$ cat src/rtl/scratchpad_read_sched.sv
// Read-side scheduler for one scratchpad bank: arbitrates DRAM-store and GEMM-fetch
// commands and expands each grant into per-row pushes into the bank's read-request FIFO.
module scratchpad_read_sched #(
    parameter int unsigned MAT_S_W   = 3,
    parameter int unsigned ROW_S_W   = 2,
    parameter int unsigned ADDR_W    = 32,
    parameter int unsigned ROW_BYTES = 8
) (
    input  logic               CLK,
    input  logic               nRST,
    input  logic               st_valid,
    output logic               st_ready,
    input  logic [MAT_S_W-1:0] st_mat_s,
    input  logic [ADDR_W-1:0]  st_addr,
    output logic               st_done,
    input  logic               gm_valid,
    output logic               gm_ready,
    input  logic [MAT_S_W-1:0] gm_mat_a,
    input  logic [MAT_S_W-1:0] gm_mat_b,
    input  logic [MAT_S_W-1:0] gm_mat_c,
    output logic               gm_done,
    output logic               rreq_wen,
    output logic [1:0]         rreq_mat_t,
    output logic [MAT_S_W-1:0] rreq_mat_s,
    output logic [ROW_S_W-1:0] rreq_row_s,
    output logic [ADDR_W-1:0]  rreq_addr,
    input  logic               rreq_full,
    output logic               busy
);

    typedef enum logic [1:0] {
        IDLE  = 2'd0,
        STORE = 2'd1,
        GEMM  = 2'd2
    } state_t;

    state_t             state;
    logic [ROW_S_W-1:0] row_cnt;
    logic [1:0]         op_idx;
    logic [MAT_S_W-1:0] lat_st_mat;
    logic [MAT_S_W-1:0] lat_a;
    logic [MAT_S_W-1:0] lat_b;
    logic [MAT_S_W-1:0] lat_c;
    logic [ADDR_W-1:0]  lat_base;
    logic               last_gm;

    logic               grant_st;
    logic               grant_gm;
    logic               push;
    logic               last_row;
    logic [MAT_S_W-1:0] op_sel;

    assign last_row = (row_cnt == ROW_S_W'(3));
    assign busy     = (state != IDLE);

    // Arbitration, push qualification and request payload; payload is zero when not pushing.
    always_comb begin
        grant_st   = 1'b0;
        grant_gm   = 1'b0;
        push       = 1'b0;
        op_sel     = lat_c;
        rreq_mat_t = 2'd0;
        rreq_mat_s = '0;
        rreq_row_s = '0;
        rreq_addr  = '0;

        case (op_idx)
            2'd0:    op_sel = lat_a;
            2'd1:    op_sel = lat_b;
            default: op_sel = lat_c;
        endcase

        if (state == IDLE) begin
            grant_st = st_valid && (!gm_valid || last_gm);
            grant_gm = gm_valid && !grant_st;
        end

        push = (state != IDLE) && !rreq_full;

        if (push) begin
            rreq_row_s = row_cnt;
            if (state == STORE) begin
                rreq_mat_t = 2'd0;
                rreq_mat_s = lat_st_mat;
                rreq_addr  = lat_base + ADDR_W'(row_cnt) * ADDR_W'(ROW_BYTES);
            end else begin
                rreq_mat_t = 2'(op_idx + 2'd1);
                rreq_mat_s = op_sel;
            end
        end
    end

    assign st_ready = grant_st;
    assign gm_ready = grant_gm;
    assign rreq_wen = push;

    // State, counters, latched command and done pulses.
    always_ff @(posedge CLK or negedge nRST) begin
        if (!nRST) begin
            state      <= IDLE;
            row_cnt    <= '0;
            op_idx     <= 2'd0;
            lat_st_mat <= '0;
            lat_a      <= '0;
            lat_b      <= '0;
            lat_c      <= '0;
            lat_base   <= '0;
            last_gm    <= 1'b1;
            st_done    <= 1'b0;
            gm_done    <= 1'b0;
        end else begin
            st_done <= 1'b0;
            gm_done <= 1'b0;
            case (state)
                IDLE: begin
                    if (grant_st) begin
                        state      <= STORE;
                        lat_st_mat <= st_mat_s;
                        lat_base   <= st_addr;
                        row_cnt    <= '0;
                        op_idx     <= 2'd0;
                        last_gm    <= 1'b0;
                    end else if (grant_gm) begin
                        state   <= GEMM;
                        lat_a   <= gm_mat_a;
                        lat_b   <= gm_mat_b;
                        lat_c   <= gm_mat_c;
                        row_cnt <= '0;
                        op_idx  <= 2'd0;
                        last_gm <= 1'b1;
                    end
                end
                STORE: begin
                    if (push) begin
                        row_cnt <= row_cnt + ROW_S_W'(1);
                        if (last_row) begin
                            state   <= IDLE;
                            row_cnt <= '0;
                            st_done <= 1'b1;
                        end
                    end
                end
                GEMM: begin
                    if (push) begin
                        row_cnt <= row_cnt + ROW_S_W'(1);
                        if (last_row) begin
                            row_cnt <= '0;
                            if (op_idx == 2'd2) begin
                                state   <= IDLE;
                                op_idx  <= 2'd0;
                                gm_done <= 1'b1;
                            end else begin
                                op_idx <= 2'(op_idx + 2'd1);
                            end
                        end
                    end
                end
                default: state <= IDLE;
            endcase
        end
    end

endmodule

$ cat config.mk
export PLATFORM = sky130hd
export DESIGN_NAME = scratchpad_read_sched
export DESIGN_NICKNAME = d
export VERILOG_FILES = /design/src/rtl/scratchpad_read_sched.sv
export SDC_FILE = /design/constraint.sdc
export NUM_CORES = 1
export LEC_CHECK = 0
export CAP_MARGIN = 20
export CORE_MARGIN = 5
export CORE_UTILIZATION = 36
export DETAILED_ROUTE_END_ITERATION = 7
export HOLD_SLACK_MARGIN = 0.15
export PLACE_DENSITY = 0.66
export SYNTH_ARGS = -nofsm -noshare
export SYNTH_HDL_FRONTEND = slang
export SYNTH_SLANG_ARGS = --single-unit
$ cat constraint.sdc
create_clock -name CLK -period 2.15 [get_ports CLK]
set_input_delay 0.43 -clock CLK [delete_from_list [all_inputs] [get_ports CLK]]
set_output_delay 0.43 -clock CLK [all_outputs]
set_load 0.01 [all_outputs]
==> results.py <==
metrics = {
    "layout": {
        "diodes": 0,
        "fin_cells": 602,
        "drive_above_1_share": 0.5714,
        "stdcell_area_um2": 5622,
        "nNetsFinal": 555,
        "area_growth_pct": 81.02,
    },
    "setup_path": {
        "reg2reg_to": "lat_base[26]$_DFFE_PN0P_",
        "reg2reg_from": "state[0]$_DFFE_PN0P_",
        "max_stage_delay_ns": 0.41,
        "reg2reg_depth": 9,
        "cp-start-kind": "flop",
        "cp.arrival_ns": 2.22,
        "startpoint": "row_cnt[0]$_DFFE_PN0P_",
        "critical_path.cell_chain": "ha_4 > fa_2 > and4_4 > nand4_1 > buf_4 > or3_4 > a21oi_2 > buf_2",
        "worstSetupEndpointType": "primary output",
        "worst-path-max-fanout": 3,
        "crit_type": "flop to primary output",
        "reg2reg_slack_ns": 0.09,
        "crit_path_top_delay_cell": "dfrtp_1",
        "worstPathRequired_ns": 1.72,
    },
    "flow_run": {
        "drv_cap": 0,
    },
    "synthesis": {
        "synth_top_area_frac": 0.4190,
        "synthesis.nets": 365,
        "synth_area_per_cell_um2": 10.15,
        "synth_top_family_by_area": "simple AND/OR/NAND/NOR gates",
        "synth_compound_area_frac": 0.1092,
        "yosysSeqAreaShare": 0.4275,
        "synthSimpleGateAreaFrac": 0.1873,
        "postSynth.asyncResetShare": 1.000,
        "synthMuxAreaShare": 0.1511,
        "synth_seq_cells": 53,
        "synth_xor_area_frac": 0.03102,
        "synth.most_common_cell": "dfrtp_1",
        "synthTopCellsByArea": "dfrtp_1, mux2_2, ha_1",
        "synth_commonest_cells": "dfrtp_1, mux2_2, nand2_1",
        "synthCells": 306,
        "syn-cell-area_um2": 3105,
        "synth_edf_count": 0,
        "yosysTopAreaCell": "dfrtp_1",
        "synth_cell_types": 42,
        "synth_fa_ha_area_frac": 0.04271,
        "ys.flop_type": "dfrtp_1",
        "yosysWarnings": 0,
    },
    "clock_tree": {
        "cts.sinks": 53,
        "clockBufferDepth": 2,
        "htreeDepth": 2,
        "clk_latency_ns": 0.29,
        "cts_tree": "built",
        "postCtsHoldBufs": 0,
        "cts_buffers": 5,
        "path_clk_slew_ns": 0.09,
        "cts-root-buf": "clkbuf_8",
    },
    "placed_design": {
        "port_buffers": 93,
        "finalWeightedCongestion": 0.8285,
        "place_inst": 568,
        "dpl_cell_area_um2": 4903,
        "place_hpwl_um": 6820,
        "pre_cts_slack_ns": -0.5902,
    },
    "sta": {
        "post-route-period-util": 1.234,
        "rsz0062_at_grt": "true",
        "fin_ws_ns": -0.5028,
        "setup_violations": 28,
        "min_period_ns": 2.653,
        "slew_headroom": 0.5605,
        "max_freq_mhz": 377.0,
        "slew_violations": 0,
        "finalHoldViolCount": 0,
        "holdWs_ns": 0.1525,
        "worstMarginPinSlew_ns": 0.6592,
        "skew_ns": 0.005375,
    },
    "floorplanning": {
        "start_util": 0.3742,
        "io_pins": 94,
        "num_rows": 33,
        "dieArea_um2": 10580,
        "fp.dieH_um": 102.9,
        "die_w_um": 102.9,
        "core_area_um2": 8299,
    },
    "power_and_ir_drop": {
        "p_leak_nw": 2.435,
        "total_power_w": 0.006359,
        "power_density_nw_per_um2": 1131,
        "ir_drop_mv": 0.6841,
    },
    "drt": {
        "drt_iter0_drc": 65,
        "drcViolationCount": 0,
        "wl_per_cell_um": 16.09,
        "vias": 3078,
        "viasPerCell": 5.113,
        "ant_nets": 0,
        "wl_um": 9685,
        "dr.pass1.iters": 4,
    },
    "hold_path": {
        "hold_path_class": "input pin to async pin",
    },
    "global_routing": {
        "grt_max_degree": 29,
        "antenna_found_initial": 0,
        "grt-ovfl-total": 0,
        "grt_usage": 0.1793,
        "grt_pass1_vias": 3243,
        "grt_first_pass_wirelength_um": 15210,
    },
    "status": {
        "violations": "setup timing",
        "status": "finished with violations",
    },
}
worst max path at each step:
stage	endpoint	slack, ns
global route	rreq_addr[27]	-0.57
CTS	rreq_addr[27]	-0.52
floorplan	rreq_addr[27]	-0.06
detailed placement	rreq_addr[21]	-0.59
finish	rreq_addr[21]	-0.50
global placement	rreq_addr[21]	-0.52
layout make-up:
class / count / area [um^2]
inverter: 17 / 66.31
tap: 105 / 131.4
clock buffer: 7 / 86.33
multi-input combinational: 220 / 2243
sequential: 53 / 1328
timing repair buffer: 199 / 1737
fill: 623 / 2678
clock inverter: 1 / 30.03
report_power, final:
group	internal [W]	switching (W)
sequential	0.00148	0.000322
combinational	0.00206	0.00180
clock	0.000380	0.000317
cells in the final DEF, fill, tap and decap left out, drive strengths merged, types with 2 or more instances in the layout:
cell,Yosys,layout
a221oi,6,6
mux2i,3,3
buf,13,146
clkdlybuf4s50,0,49
clkbuf,3,9
nand2,23,23
o21ai,15,15
and4,6,6
dfrtp,52,52
nand2b,4,4
nand3,11,11
and3,10,10
a31oi,3,3
o21a,2,2
xor2,8,8
or4,7,7
a21o,3,3
xnor2,3,3
o31ai,7,7
nor3b,2,2
and2,3,3
or3,6,6
nand4,8,8
ha,9,9
mux2,39,39
nor3,2,2
a21oi,15,15
inv,17,17
nor2,18,18
flip-flops by register name (all words and copies together) (netlist names):
name / flops
lat_c: 3
st_done: 1
lat_base: 32
state: 2
row_cnt: 2
lat_a: 3
lat_b: 3
last_gm: 1
lat_st_mat: 3
gm_done: 1
op_idx: 2
cells by family (layout without fill, tap and decap cells):
family          count (synthesis)  in the layout
simple gates                  103            103
compound gates                 54             54
flops                          53             53
mux                            42             42
buf+inv                        33            224
xor+xnor                       11             11
fa+ha+maj                      10             10
layer usage:
layer,track usage,share of wire,vias to the layer above
met4,0.03486,0.017,0
li1,-,-,1471
met3,0.03315,0.045,13
met2,0.3340,0.54,77
met1,0.2152,0.39,1517
met5,0,0,-
stage by stage:
stage | util | TNS [ns]
floorplan | - | -0.5043
global placement | 0.5908 | -18.20
detailed placement | 0.5908 | -18.66
CTS | 0.6510 | -8.688
global route | 0.6774 | -11.00
finish | 0.6774 | -8.420
what timing repair did:
action / 4_1_cts / 5_1_grt
pin swaps: 27 / 31
cloned: 1 / 0
buffers inserted: 16 / 15
endpoints found under the setup margin: 43 / 42
resized for setup: 240 / 42
worst max-delay path, delay by kind of cell (launching register included):
family / cells / cell delay, ns
and+or+nand+nor: 3 / 0.72
DFF: 1 / 0.41
adders and majority gates: 2 / 0.37
buffers and inverters: 2 / 0.30
AOI/OAI and AO/OA: 1 / 0.13
No activity file was read; power rests on OpenSTA's default activity.
